**config.mk**
```make
export PLATFORM = sky130hd
export DESIGN_NAME = wave_capture_flat
export DESIGN_NICKNAME = d
export VERILOG_FILES = /design/src/rtl/wave_capture_if.sv /design/src/rtl/wave_capture.sv /design/src/flat_wrapper.sv
export SDC_FILE = /design/constraint.sdc
export NUM_CORES = 1
export LEC_CHECK = 0
export CAP_MARGIN = 10
export CORE_MARGIN = 2
export CORE_UTILIZATION = 50
export DETAILED_ROUTE_END_ITERATION = 12
export MAX_ROUTING_LAYER = met4
export PLACE_DENSITY_LB_ADDON = 0.08
export SYNTH_ARGS = -nofsm -noshare
export SYNTH_HDL_FRONTEND = slang
export SYNTH_SLANG_ARGS = --single-unit
```
**constraint.sdc**
```tcl
create_clock -name clk -period 2.33 [get_ports clk]
set_input_delay 0.466 -clock clk [delete_from_list [all_inputs] [get_ports clk]]
set_output_delay 0.466 -clock clk [all_outputs]
set_load 0.05 [all_outputs]
```
**src/rtl/wave_capture_if.sv**
```systemverilog
// Measurement bus of the waveform capture block: strobed samples in,
// per-period results out on a valid/ready handshake, plus status flags.
interface wave_capture_if #(
  parameter int DATA_WIDTH   = 10,
  parameter int PERIOD_WIDTH = 24
);
  logic [DATA_WIDTH-1:0]   sample_in;
  logic                    sample_stb;
  logic [PERIOD_WIDTH-1:0] period_out;
  logic [DATA_WIDTH-1:0]   min_out;
  logic [DATA_WIDTH-1:0]   max_out;
  logic                    meas_valid;
  logic                    meas_ready;
  logic                    overrun;
  logic                    timeout;

  // Sample source and result consumer side
  modport master (
    output sample_in, sample_stb, meas_ready,
    input  period_out, min_out, max_out, meas_valid, overrun, timeout
  );

  // Capture block side
  modport slave (
    input  sample_in, sample_stb, meas_ready,
    output period_out, min_out, max_out, meas_valid, overrun, timeout
  );
endinterface

```
**src/rtl/wave_capture.sv**
```systemverilog
// Waveform period / min / max measurement.
// Rising crossings through a hysteresis band around midscale delimit periods.
// Each completed period is published as one result on a valid/ready
// handshake. A result that arrives while the previous one is still held
// is dropped and flagged through the sticky overrun bit.
module wave_capture #(
  parameter int DATA_WIDTH   = 10,
  parameter int MIDSCALE     = 512,
  parameter int HYST         = 16,
  parameter int PERIOD_WIDTH = 24
) (
  input  logic          clk,
  input  logic          rst_n,
  wave_capture_if.slave bus
);

  localparam logic [DATA_WIDTH-1:0]   LO_LEVEL = DATA_WIDTH'(MIDSCALE - HYST);
  localparam logic [DATA_WIDTH-1:0]   HI_LEVEL = DATA_WIDTH'(MIDSCALE + HYST);
  localparam logic [PERIOD_WIDTH-1:0] CNT_MAX  = {PERIOD_WIDTH{1'b1}};
  localparam logic [PERIOD_WIDTH-1:0] CNT_ONE  = PERIOD_WIDTH'(1);

  localparam logic [1:0] ST_ARM       = 2'd0;
  localparam logic [1:0] ST_WAIT_RISE = 2'd1;
  localparam logic [1:0] ST_HIGH      = 2'd2;
  localparam logic [1:0] ST_LOW       = 2'd3;

  logic [1:0]              state;
  logic [PERIOD_WIDTH-1:0] cnt;
  logic [DATA_WIDTH-1:0]   win_min;
  logic [DATA_WIDTH-1:0]   win_max;

  logic [PERIOD_WIDTH-1:0] period_q;
  logic [DATA_WIDTH-1:0]   min_q;
  logic [DATA_WIDTH-1:0]   max_q;
  logic                    valid_q;
  logic                    overrun_q;
  logic                    timeout_q;

  logic is_lo;
  logic is_hi;
  logic in_period;
  logic cnt_full;
  logic opening;
  logic closing;
  logic accept;
  logic load_result;
  logic drop_result;

  // Only strobed samples take part in level detection
  assign is_lo = bus.sample_stb && (bus.sample_in <= LO_LEVEL);
  assign is_hi = bus.sample_stb && (bus.sample_in >= HI_LEVEL);

  assign in_period = (state == ST_HIGH) || (state == ST_LOW);

  // A saturated counter abandons the period and wins over a crossing on the same edge
  assign cnt_full = in_period && (cnt == CNT_MAX);

  // A closing crossing is also the opening crossing of the next period
  assign closing = !cnt_full && (state == ST_LOW) && is_hi;
  assign opening = closing || ((state == ST_WAIT_RISE) && is_hi);

  assign accept      = valid_q && bus.meas_ready;
  assign load_result = closing && (!valid_q || bus.meas_ready);
  assign drop_result = closing && valid_q && !bus.meas_ready;

  // Crossing tracker: arm on a low sample, then alternate high/low phases
  always_ff @(posedge clk or negedge rst_n) begin
    if (!rst_n) begin
      state <= ST_ARM;
    end else if (cnt_full) begin
      state <= ST_ARM;
    end else begin
      case (state)
        ST_ARM:       if (is_lo) state <= ST_WAIT_RISE;
        ST_WAIT_RISE: if (is_hi) state <= ST_HIGH;
        ST_HIGH:      if (is_lo) state <= ST_LOW;
        ST_LOW:       if (is_hi) state <= ST_HIGH;
        default:      state <= ST_ARM;
      endcase
    end
  end

  // Period counter runs on every clock inside a period, strobe or not
  always_ff @(posedge clk or negedge rst_n) begin
    if (!rst_n) begin
      cnt <= '0;
    end else if (opening || cnt_full) begin
      cnt <= '0;
    end else if (in_period) begin
      cnt <= cnt + CNT_ONE;
    end
  end

  // Running min/max over the current window; the closing sample seeds the next one
  always_ff @(posedge clk or negedge rst_n) begin
    if (!rst_n) begin
      win_min <= '0;
      win_max <= '0;
    end else if (opening) begin
      win_min <= bus.sample_in;
      win_max <= bus.sample_in;
    end else if (in_period && bus.sample_stb) begin
      if (bus.sample_in < win_min) win_min <= bus.sample_in;
      if (bus.sample_in > win_max) win_max <= bus.sample_in;
    end
  end

  // Result holding register and valid flag of the output handshake
  always_ff @(posedge clk or negedge rst_n) begin
    if (!rst_n) begin
      period_q <= '0;
      min_q    <= '0;
      max_q    <= '0;
      valid_q  <= 1'b0;
    end else if (load_result) begin
      period_q <= cnt + CNT_ONE;
      min_q    <= win_min;
      max_q    <= win_max;
      valid_q  <= 1'b1;
    end else if (accept) begin
      valid_q  <= 1'b0;
    end
  end

  // Sticky overrun, released only by an accepted handshake
  always_ff @(posedge clk or negedge rst_n) begin
    if (!rst_n) begin
      overrun_q <= 1'b0;
    end else if (accept) begin
      overrun_q <= 1'b0;
    end else if (drop_result) begin
      overrun_q <= 1'b1;
    end
  end

  // One-cycle pulse when a period is abandoned on counter saturation
  always_ff @(posedge clk or negedge rst_n) begin
    if (!rst_n) begin
      timeout_q <= 1'b0;
    end else begin
      timeout_q <= cnt_full;
    end
  end

  assign bus.period_out = period_q;
  assign bus.min_out    = min_q;
  assign bus.max_out    = max_q;
  assign bus.meas_valid = valid_q;
  assign bus.overrun    = overrun_q;
  assign bus.timeout    = timeout_q;

endmodule

```
**src/flat_wrapper.sv**
```systemverilog
// flat-port wrapper written by rule: the top's interface ports become plain ports
module wave_capture_flat 
#(
  parameter int DATA_WIDTH   = 10,
  parameter int MIDSCALE     = 512,
  parameter int HYST         = 16,
  parameter int PERIOD_WIDTH = 24
)
  (clk, rst_n, bus_sample_in, bus_sample_stb, bus_meas_ready, bus_period_out, bus_min_out, bus_max_out, bus_meas_valid, bus_overrun, bus_timeout);
  wave_capture_if #(.DATA_WIDTH(DATA_WIDTH), .PERIOD_WIDTH(PERIOD_WIDTH)) bus_i ();
  input  logic clk;
  input  logic rst_n;
  input wire logic [$bits(bus_i.sample_in)-1:0] bus_sample_in;
  input wire logic [$bits(bus_i.sample_stb)-1:0] bus_sample_stb;
  input wire logic [$bits(bus_i.meas_ready)-1:0] bus_meas_ready;
  output wire logic [$bits(bus_i.period_out)-1:0] bus_period_out;
  output wire logic [$bits(bus_i.min_out)-1:0] bus_min_out;
  output wire logic [$bits(bus_i.max_out)-1:0] bus_max_out;
  output wire logic [$bits(bus_i.meas_valid)-1:0] bus_meas_valid;
  output wire logic [$bits(bus_i.overrun)-1:0] bus_overrun;
  output wire logic [$bits(bus_i.timeout)-1:0] bus_timeout;
  assign bus_i.sample_in = bus_sample_in;
  assign bus_i.sample_stb = bus_sample_stb;
  assign bus_i.meas_ready = bus_meas_ready;
  assign bus_period_out = bus_i.period_out;
  assign bus_min_out = bus_i.min_out;
  assign bus_max_out = bus_i.max_out;
  assign bus_meas_valid = bus_i.meas_valid;
  assign bus_overrun = bus_i.overrun;
  assign bus_timeout = bus_i.timeout;
  wave_capture #(.DATA_WIDTH(DATA_WIDTH), .MIDSCALE(MIDSCALE), .HYST(HYST), .PERIOD_WIDTH(PERIOD_WIDTH)) u_core (.clk(clk), .rst_n(rst_n), .bus(bus_i));
endmodule
```
# Word level (Yosys, flattened, before mapping)
# Cells that the tools add are included.
[totals]
word_cells = 68
output_inout_bits = 47
register_bits = 93
in_bits = 14
[op_classes]
n_eq_ne = 7
mux = 17
reduce_logical = 29
add_sub_neg = 1
order_cmp = 4
[op_table]
columns = ["op", "count"]
rows = [
  ["$mux 10", 6],
  ["$mux 24", 2],
  ["$add 24x1->24 const B", 1],
  ["$eq 24x24->1 const B", 1],
  ["$reduce_bool 2->1", 6],
  ["$logic_and 1x1->1", 11],
  ["$ge 10x10->1 const B", 1],
  ["$gt 10x10->1", 1],
  ["$le 10x9->1 const B", 1],
  ["$lt 10x10->1", 1],
  ["$ne 3x1->1 const B", 3],
  ["$mux 2", 4],
  ["$pmux 2 s3", 1],
  ["$eq 2x2->1 const B", 2],
  ["$logic_or 1x1->1", 4],
  ["$mux 1", 4],
  ["$reduce_and 2->1", 2],
  ["$logic_not 1->1", 3],
  ["$reduce_and 3->1", 1],
  ["$eq 2x1->1 const B", 1],
  ["$logic_not 2->1", 1],
  ["$reduce_or 2->1", 1],
]

# Logic depth before layout (Yosys ltp)
# Gate-level depths: netlist of run 1.
[depth]
word_depth = 10
ltp_mapped = 8
ltp_nobuf = 7

# Worst setup path before layout of run 1
# OpenSTA, ideal clock, no wires.
[synth_path]
path_kind = "flip-flop to flip-flop"
start = "reg u_core.cnt[0]"
end = "reg u_core.max_q[0] (netlist: u_core.bus.max_out[0])"
stages_incl_launch_ff = 7
arrival_ps = 2115
path_buffers = 1
setup_ps = 125
required_time_ps = 2205
synth_period_minus_slack_ps = 2240
setup_slack_ps = 90
path_cell_list = "dfrtp_1 > ha_1 > nand3_4 > or4_4 > o2111a_1 > buf_6 > mux2_4"
[synth_via]
elab_chain_cells = 6
[synth_lines]
columns = ["element", "line", "source"]
rows = [
  ["start, declared", "wave_capture.sv:28", "logic [PERIOD_WIDTH-1:0] cnt;"],
  ["start signal, assigned", "wave_capture.sv:90", "cnt <= cnt + CNT_ONE;"],
  ["$eq 24x24->1", "wave_capture.sv:56", "assign cnt_full = in_period && (cnt == CNT_MAX);"],
  ["$logic_and 1x1->1", "wave_capture.sv:56", ""],
  ["$logic_not 1->1", "wave_capture.sv:59", "assign closing = !cnt_full && (state == ST_LOW) && is_hi;"],
  ["$logic_and 1x1->1 (2 in a row)", "wave_capture.sv:59", ""],
  ["$logic_and 1x1->1", "wave_capture.sv:63", "assign load_result = closing && (!valid_q || bus.meas_ready);"],
  ["end signal, assigned", "wave_capture.sv:118", "max_q <= win_max;"],
  ["end, declared", "wave_capture.sv:34", "logic [DATA_WIDTH-1:0] max_q;"],
]
# No other way between the ends.
# A chain may end at the register's enable or synchronous reset.

# Worst setup path in the final report of run 1
[layout_path]
start = "in bus_sample_in[3]"
end = "reg u_core.win_max[2]"
[layout_via]
elab_chain_cells = 6
elab_cells_between_ends = 10
classes_between = "order compare (2); mux (1); reduce/logical (7)"
[layout_lines]
columns = ["element", "line", "source"]
rows = [
  ["start, declared", "flat_wrapper.sv:13", "input wire logic [$bits(bus_i.sample_in)-1:0] bus_sample_in;"],
  ["$ge 10x10->1", "wave_capture.sv:51", "assign is_hi = bus.sample_stb && (bus.sample_in >= HI_LEVEL);"],
  ["$logic_and 1x1->1", "wave_capture.sv:51", ""],
  ["$logic_and 1x1->1, on equally long branches", "wave_capture.sv:59, wave_capture.sv:60", ""],
  ["$logic_or 1x1->1", "wave_capture.sv:60", "assign opening = closing || ((state == ST_WAIT_RISE) && is_hi);"],
  ["$reduce_bool 2->1 (no line)", "-", ""],
  ["$reduce_and 2->1 (no line)", "-", ""],
  ["end signal, assigned", "wave_capture.sv:101", "win_max <= bus.sample_in;"],
  ["end signal, assigned", "wave_capture.sv:104", "if (bus.sample_in > win_max) win_max <= bus.sample_in;"],
  ["end, declared", "wave_capture.sv:30", "logic [DATA_WIDTH-1:0] win_max;"],
]
# Parallel ways exist; a longest one is shown, timed or not.

==> results.md, run 1 <==
- The residual antenna-violating net count after detailed routing is 0.
- The count of unique library cells instantiated by Yosys is 48.
- The area share of the leading cell type in the synthesized netlist is 48.6%.
- The upper clock frequency limit is 447 MHz.
- With fillers left out, the area of the finished cells amounts to 6330 um^2.
- Before antenna repair, the detailed router went through 4 iterations.
- Once the floorplan was initialized, standard cells occupied 51.6% of the core.
- At the worst endpoint, the required time is 2570 ps.
- Hold repair after CTS inserted 0 buffers.
- The summed instance area of the synthesized netlist is 4790 um^2.
- The post-route netlist has 23.7% of its cells at a drive strength greater than 1.
- By area the synthesized netlist is led by sky130_fd_sc_hd__dfrtp_1 49%, sky130_fd_sc_hd__mux2_4 6.6%, sky130_fd_sc_hd__ha_1 5.2%.
- For this run, the register share of the synthesized area comes to 48.6%.
- The worst setup path is launched from an input port.
- Of all flip-flops after synthesis, the portion carrying an async set or reset was 100%.
- The final worst slack is 90.5 ps.
- CTS built an H-tree with a depth of 3.
- The placeable core region is 9280 um^2.
- Clock latency on the worst-skew pair, taken at its later pin, is 350 ps.
- The iteration-0 DRC count of the detailed router is 123.
- The layout has 750 filler cells.
- Setup repair after global routing left no endpoint under its margin.
- The leading area contributor after synthesis is sky130_fd_sc_hd__dfrtp_1.
- The final critical path takes up 96.1% of the cycle.
- The number of maximum-capacitance violations is 0.
- The number of flops mapped to enable cells by yosys is 0.
- Hold is met by 51.1 ps.
- The number of port buffers is 60.
- Measured along the y axis, the die boundary spans 102 um.
- The worst path needs 2240 ps of the cycle, external delays included.
- Prior to clock tree synthesis, the placed netlist has a worst setup slack of -448 ps.
- The final-report hold violation count is 0.
- The most used flip-flop cell after synthesis is sky130_fd_sc_hd__dfrtp_1.
- The number of vias per cell after detailed routing is 5.35.
- The power density normalized to cell area is 1210 nW/um^2.
- The clock tree skew after final layout is 13.9 ps.
- The clock buffer count from CTS is 9.
- From left edge to right edge, the die measures 102 um.
- After the flow finishes, the layout carries non-filler instances totaling 674.
- The number of I/O pins is 61.
- In the routed design, unresolved DRC markers number 0.
- The flip-flop and latch count after synthesis is 93.
- The initial antenna violation count is 0.
- The highest net fanout along the worst path is 5.
- The flow ran to the end, and the final reports show no timing, DRC or antenna violations.
- The critical path class is input port to flop.
- Measured against its own limit, the worst slew margin works out to 65.1%.
- The type of the most critical hold path is input port to asynchronous set/reset pin.
- The floorplan step defined a die boundary enclosing 10,400 um^2.
- The remaining global-route overflow is 0.
- Summed over all cells, the static leakage comes to 2.90 nW.
- The number of instances in the placed design is 651.
- Detailed placement ended at an HPWL of 7.48 mm.
- No sink is reached through more buffers than the 2 on the longest clock path.
- The arrival time at the worst endpoint is 2480 ps.
- The standard cell area after detailed placement is 5880 um^2.
- The maximum number of pins on one net before global-route repair is 34.
- The number of global-route vias before repair is 3,555.
- The number of standard-cell rows in the floorplan is 35.
- Dividing the detail-routed wire length by the instance count gives 15.7 um.
- The final-report max-slew violation count is 0.
- A synthesized cell averages 11.1 um^2.
- The slew at the pin closest to its max-slew limit is 522 ps.
- The final route contains 3,609 vias.
- The setup-violating endpoint count in the final report is 0.
- The CTS tree is built.
- CTS saw 93 sinks.
- The net count after synthesis is 465.
- Yosys printed 0 warnings.
- The final antenna diode count is 0.
- The growth of design area from synthesis to finish is 32.1%.
- The maximum ir drop on the vdd rail is 0.000684 V.
- In this run the clock root is driven by a sky130_fd_sc_hd__clkbuf_8.
- Synthesis produced a netlist whose cell count is 431.
- The kind of end point of the critical path is a flop.
- The wire length of the first global-routing pass is 17.4 mm.
- The congestion estimate from routability-driven global placement came to 0.858.
- For this run, the post-layout net count is 574.
- The clock-pin transition on the worst setup and hold timing paths is 90 ps.
- The final wirelength is 10.6 mm.
- The overall routing resource usage is 21.9%.
==> state kept, by name, summed over array words and instances (netlist names), 2 cells and up <==
signal	flops
u_core.bus.max_out	10
u_core.win_min	10
u_core.state	2
u_core.bus.period_out	24
u_core.win_max	10
u_core.bus.min_out	10
u_core.cnt	24
==> critical path, stage by stage <==
cell                              delay, ps
sky130_fd_sc_hd__clkdlybuf4s50_1        450
sky130_fd_sc_hd__ha_1                   310
sky130_fd_sc_hd__nand4_1                150
sky130_fd_sc_hd__or2_2                  340
sky130_fd_sc_hd__o221ai_4               160
sky130_fd_sc_hd__a21oi_4                100
sky130_fd_sc_hd__clkbuf_16              180
sky130_fd_sc_hd__mux2_1                 310
==> report_power, final <==
group	switching (mW)	total [mW]	internal (mW)	leakage, nW
Clock	0.571	1.31	0.743	0.127
Sequential	0.380	2.55	2.17	1.14
Combinational	2.16	3.77	1.60	1.63
Total	3.12	7.63	4.52	2.90
==> metrics by stage <==
stage / utilization (%) / total power, mW / TNS [ps]
final: 68.2 / 7.63 / 0
after global routing: 68.2 / 8.06 / 0
after CTS: 66.3 / 7.51 / -12.6
after detailed placement: 63.4 / 6.14 / -25770
after global placement: 63.4 / 6.06 / -23950
after floorplan: - / 4.91 / 0
==> routing by layer <==
layer	track usage, %	routed length, um
met1	30.8	5150
met2	33.3	5070
met3	2.94	259
met4	6.56	103
met5	-	0
==> layout make-up <==
class | instances | area, um^2 | share of cell area, %
clock inverter | 6 | 109 | 1.72
clock buffer | 10 | 138 | 2.17
multi-input combinational | 293 | 2320 | 36.7
timing repair buffer | 117 | 1180 | 18.6
tap | 129 | 161 | 2.55
inverter | 26 | 97.6 | 1.54
sequential | 93 | 2330 | 36.7
==> cell usage after synthesis, types with 2 or more instances <==
master and number:
sky130_fd_sc_hd__a41oi_1 5, sky130_fd_sc_hd__inv_1 26, sky130_fd_sc_hd__buf_2 6, sky130_fd_sc_hd__o21ai_1 2, sky130_fd_sc_hd__clkbuf_1 4, sky130_fd_sc_hd__nand4_1 6
sky130_fd_sc_hd__dfrtp_1 93, sky130_fd_sc_hd__a31oi_1 23, sky130_fd_sc_hd__a21oi_1 42, sky130_fd_sc_hd__nor3_1 4, sky130_fd_sc_hd__nand3b_1 3, sky130_fd_sc_hd__o31ai_1 2
sky130_fd_sc_hd__nand2b_1 7, sky130_fd_sc_hd__or4_4 2, sky130_fd_sc_hd__a21oi_4 2, sky130_fd_sc_hd__nor2_1 34, sky130_fd_sc_hd__mux2_2 10, sky130_fd_sc_hd__nand3_1 11
sky130_fd_sc_hd__mux2i_1 3, sky130_fd_sc_hd__buf_6 9, sky130_fd_sc_hd__a211oi_1 2, sky130_fd_sc_hd__mux2_1 9, sky130_fd_sc_hd__nand2_1 24, sky130_fd_sc_hd__o21ai_0 4
sky130_fd_sc_hd__and4_1 4, sky130_fd_sc_hd__and3_1 8, sky130_fd_sc_hd__xor2_1 9, sky130_fd_sc_hd__xnor2_1 15, sky130_fd_sc_hd__nor4_1 4, sky130_fd_sc_hd__ha_1 20
sky130_fd_sc_hd__mux2_4 21
==> placed cells by master, fill, tap and decap left out, types with 2 or more instances in the layout <==
| cell type | synthesis | routed |
|---|---|---|
| sky130_fd_sc_hd__a21oi_1 | 42 | 40 |
| sky130_fd_sc_hd__a21oi_2 | 0 | 2 |
| sky130_fd_sc_hd__a21oi_4 | 2 | 2 |
| sky130_fd_sc_hd__a31oi_1 | 23 | 22 |
| sky130_fd_sc_hd__a41oi_1 | 5 | 5 |
| sky130_fd_sc_hd__and3_1 | 8 | 8 |
| sky130_fd_sc_hd__and4_1 | 4 | 4 |
| sky130_fd_sc_hd__buf_12 | 0 | 8 |
| sky130_fd_sc_hd__buf_4 | 0 | 47 |
| sky130_fd_sc_hd__bufinv_16 | 0 | 3 |
| sky130_fd_sc_hd__clkbuf_16 | 0 | 2 |
| sky130_fd_sc_hd__clkbuf_8 | 0 | 10 |
| sky130_fd_sc_hd__clkdlybuf4s50_1 | 0 | 53 |
| sky130_fd_sc_hd__clkinv_2 | 0 | 2 |
| sky130_fd_sc_hd__dfrtp_1 | 93 | 93 |
| sky130_fd_sc_hd__dlymetal6s2s_1 | 0 | 5 |
| sky130_fd_sc_hd__ha_1 | 20 | 16 |
| sky130_fd_sc_hd__ha_4 | 0 | 4 |
| sky130_fd_sc_hd__inv_1 | 26 | 26 |
| sky130_fd_sc_hd__mux2_1 | 9 | 9 |
| sky130_fd_sc_hd__mux2_2 | 10 | 10 |
| sky130_fd_sc_hd__mux2_4 | 21 | 21 |
| sky130_fd_sc_hd__mux2i_1 | 3 | 3 |
| sky130_fd_sc_hd__nand2_1 | 24 | 24 |
| sky130_fd_sc_hd__nand2b_1 | 7 | 7 |
| sky130_fd_sc_hd__nand3_1 | 11 | 11 |
| sky130_fd_sc_hd__nand3b_1 | 3 | 3 |
| sky130_fd_sc_hd__nand4_1 | 6 | 6 |
| sky130_fd_sc_hd__nor2_1 | 34 | 33 |
| sky130_fd_sc_hd__nor3_1 | 4 | 4 |
| sky130_fd_sc_hd__nor4_1 | 4 | 3 |
| sky130_fd_sc_hd__nor4_2 | 1 | 2 |
| sky130_fd_sc_hd__o2111a_2 | 1 | 2 |
| sky130_fd_sc_hd__o21ai_0 | 4 | 4 |
| sky130_fd_sc_hd__o21ai_1 | 2 | 2 |
| sky130_fd_sc_hd__o31ai_1 | 2 | 2 |
| sky130_fd_sc_hd__or4_4 | 2 | 2 |
| sky130_fd_sc_hd__xnor2_1 | 15 | 15 |
| sky130_fd_sc_hd__xor2_1 | 9 | 9 |
==> cells by family after synthesis <==
| logic type | count (synthesis) | synth area share [%] |
|---|---|---|
| mux | 43 | 11.7 |
| xor+xnor | 24 | 4.39 |
| buf+inv | 45 | 5.09 |
| compound gates | 92 | 12.4 |
| fa+ha+maj | 20 | 5.22 |
| simple gates | 114 | 12.7 |
| flops | 93 | 48.6 |
==> path summary, 6_finish.rpt <==
kind                                       start                  endpoint  slack, ps  cells past startpoint
setup / recovery                bus_sample_in[3]         u_core.win_max[2]         90                      8
hold / removal                             rst_n  u_core.bus.period_out[3]         50                      1
setup reg to reg                   u_core.cnt[0]     u_core.bus.min_out[3]        120                      6
hold reg to reg            u_core.bus.min_out[1]     u_core.bus.min_out[1]        520                      1
max in group asynchronous                  rst_n         u_core.win_min[3]       1660                      2
min in group clk           u_core.bus.min_out[1]     u_core.bus.min_out[1]        520                      1
==> what timing repair did <==
item | in CTS | in global routing
gates resized for setup | 3 | 17
setup endpoints to repair | 19 | 35
cloned | 0 | 2
setup buffers | 2 | 3
pin swaps | 1 | 5
No activity file was read; power rests on OpenSTA's default activity.
==> run 2, diff against run 1 <==
- CORE_ASPECT_RATIO: unset -> 0.75
==> run 2 against run 1 <==
Compared with the run above: final cell count rose by 0.15%; register-to-register slack barely moved; sequential power barely moved; power rose by 0.65%; utilization rose by 1.4 points; worst hold slack improved by 46 ps; largest power group unchanged; highest routed layer unchanged.
==> results.md, run 2 (synthesized netlist as in run 1, its figures left out) <==
- The wire length of the first global-routing pass is 17.9 mm.
- The kind of end point of the critical path is a flop.
- At the worst endpoint, the required time is 2560 ps.
- The CTS tree is built.
- The number of iterations in the first detailed-routing pass is 4.
- The initial antenna violation count is 0.
- The final-report max-slew violation count is 0.
- The number of vias per cell after detailed routing is 5.40.
- The overall power is 7.68 mW.
- The count of hold buffers inserted by post-cts repair is 0.
- The worst slack at placement is -469 ps.
- For the pin with the worst max-slew slack, the measured transition is 578 ps.
- The slack of the worst reg-to-reg path is 110 ps.
- The largest buffer count on any clock path is 2.
- The most common library cell in the layout ignoring fill and taps is sky130_fd_sc_hd__dfrtp_1.
- The type of the most critical hold path is input port to asynchronous set/reset pin.
- CTS built an H-tree with a depth of 3.
- The slowest stage of the critical path is the sky130_fd_sc_hd__clkdlybuf4s50_1 cell.
- 61 I/O pins were placed.
- The worst setup path is launched from an input port.
- VDD sags by at most 0.000883 V.
- Setup violations remaining at the end of the flow were counted as 0.
- The final-report hold violation count is 0.
- The flow ran to the end, and the final reports show no timing, DRC or antenna violations.
- For this run, the number of standard cells in the final layout without fillers is 675.
- The delay of the slowest cell on the worst path is 490 ps.
- The top cell types in the final layout, fill and taps aside, are 93 x sky130_fd_sc_hd__dfrtp_1, 53 x sky130_fd_sc_hd__clkdlybuf4s50_1, 45 x sky130_fd_sc_hd__buf_4.
- The placed instances occupy a cell area of 5870 um^2.
- In the routed design, unresolved DRC markers number 0.
- The number of global-route vias before repair came to 3,549.
- Counting every sink on the clock net gives 93.
- Measured on the finished design, the core utilization comes to 69.6%.
- The repair_antennas step left the layout with diodes totalling 0.
- The effective utilization at floorplan is 52.1%.
- The highest net fanout along the worst path is 4.
- The source-to-sink clock delay at the later pin of the worst-skew pair is 350 ps.
- The number of port buffers is 60.
- The remaining global-route overflow is 0.
- Routability-driven placement finished with a final weighted congestion of 0.878.
- Dividing the final minimum period by the clock period gives 96.9%.
- The routed wirelength normalized by instance count is 16.6 um.
- Summed over all layers, the routed wires come to 11.2 mm.
- The leakage power of the design is 2.92 nW.
- The overall routing resource usage is 23.7%.
- Derived from the worst setup path, the maximum achievable clock frequency is 443 MHz.
- After the last flow step, the layout net total stands at 576.
- The die is 88.8 um tall.
- Max-cap violations in this run came to 0.
- The number of clock buffers added by TritonCTS is 9.
- The growth of design area from synthesis to finish is 33.5%.
- The die width is 117 um.
- The clock-pin transition on the worst setup and hold timing paths is 60 ps.
- The final worst slack is 71.4 ps.
- After routing the design area is 6400 um^2.
- The iteration-0 DRC count of the detailed router is 222.
- The clock arrives with 6.64 ps of skew.
- The tree is rooted in a sky130_fd_sc_hd__clkbuf_16.
- The placeable core region is 9200 um^2.
- The residual antenna-violating net count after detailed routing is 0.
- The die area is 10,400 um^2.
- In this run the tightest slew margin relative to its limit is 61.3%.
- The arrival time at the worst endpoint is 2490 ps.
- Cells with a size suffix above 1 make up 23.8% of the layout.
- The shortest clock period the worst path allows after layout is 2260 ps.
- The maximum number of pins on one net before global-route repair is 59.
- The number of placed instances, taps included, is 649.
- The final route contains 3,644 vias.
- After filler insertion, the fill cell instance count of the layout stands at 693.
- Walking the worst path, the cells encountered are clkdlybuf4s50_1 -> ha_1 -> nand4_1 -> or2_2 -> o221ai_4 -> a21oi_4 -> buf_6 -> mux2_1.
- The critical path is of the input port to flop type.
- Power spread over the standard cell area amounts to 1200 nW/um^2.
- Summed over all nets, the half-perimeter wirelength after detailed placement is 7.74 mm.
- The floorplan has 30 rows.
-- run 2: changes by cell type in the layout (fill, tap and decap cells not counted), moves of 2 or more --
cell and change:
sky130_fd_sc_hd__clkbuf_16 +10, sky130_fd_sc_hd__clkbuf_8 -10, sky130_fd_sc_hd__bufinv_16 -3, sky130_fd_sc_hd__clkinvlp_4 +3
sky130_fd_sc_hd__buf_4 -2, sky130_fd_sc_hd__buf_6 +2, sky130_fd_sc_hd__clkinv_2 -2, sky130_fd_sc_hd__clkinv_4 +2
sky130_fd_sc_hd__ha_4 -2
-- run 2: critical path, delay by kind of cell --
family | cells | cell delay, ps
adders and majority gates | 1 | 340
and+or+nand+nor | 2 | 470
AOI/OAI and AO/OA | 2 | 270
muxes | 1 | 310
buffers and inverters | 2 | 640
-- run 2: metrics by stage --
stage	TNS, ps	hold slack (ps)
3_5_place_dp	-27520	485
2_1_floorplan	0	170
6_report	0	97.0
5_1_grt	-9.41	126
3_3_place_gp	-26210	488
4_1_cts	0	118
-- run 2: layout make-up --
cell class	count	area, um^2	area share [%]
inverters	26	97.6	1.53
flip-flops and latches	93	2330	36.4
well taps	128	160	2.50
clock inverters	6	48.8	0.763
repair buffers	119	1230	19.2
clock buffers	10	229	3.58
multi-input cells	293	2310	36.1
-- run 2: metal layers --
layer | track usage, % | vias up | part of all wire (%)
met2 | 32.3 | 71 | 43
met5 | - | - | 0
met4 | 7.38 | 0 | 1.1
met3 | 5.07 | 12 | 3.6
li1 | - | 1769 | -
met1 | 35.0 | 1792 | 52
-- run 2: final timing paths --
| check | start | to | cells after the start |
|---|---|---|---|
| worst max-delay path | bus_sample_in[3] | u_core.win_max[3] | 8 |
| worst min-delay path | rst_n | u_core.cnt[2] | 2 |
| worst max register to register | u_core.cnt[0] | u_core.bus.min_out[2] | 6 |
| worst min register to register | u_core.bus.min_out[4] | u_core.bus.min_out[4] | 1 |
| max in group asynchronous | rst_n | u_core.bus.max_out[6] | 2 |
| min in group clk | bus_sample_in[5] | u_core.win_max[5] | 2 |
-- run 2: power by group --
part | total, mW | switching [mW] | internal (mW)
registers | 2.55 | 0.380 | 2.18
logic | 3.75 | 2.15 | 1.60
clock network | 1.38 | 0.645 | 0.731
-- run 2: timing repair --
| item | 4_1_cts | 5_1_grt |
|---|---|---|
| pin swaps | 3 | 7 |
| gates resized for setup | 8 | 18 |
| gates cloned | 1 | 3 |
| buffers inserted | 5 | 2 |
| endpoints found under the setup margin | 21 | 38 |
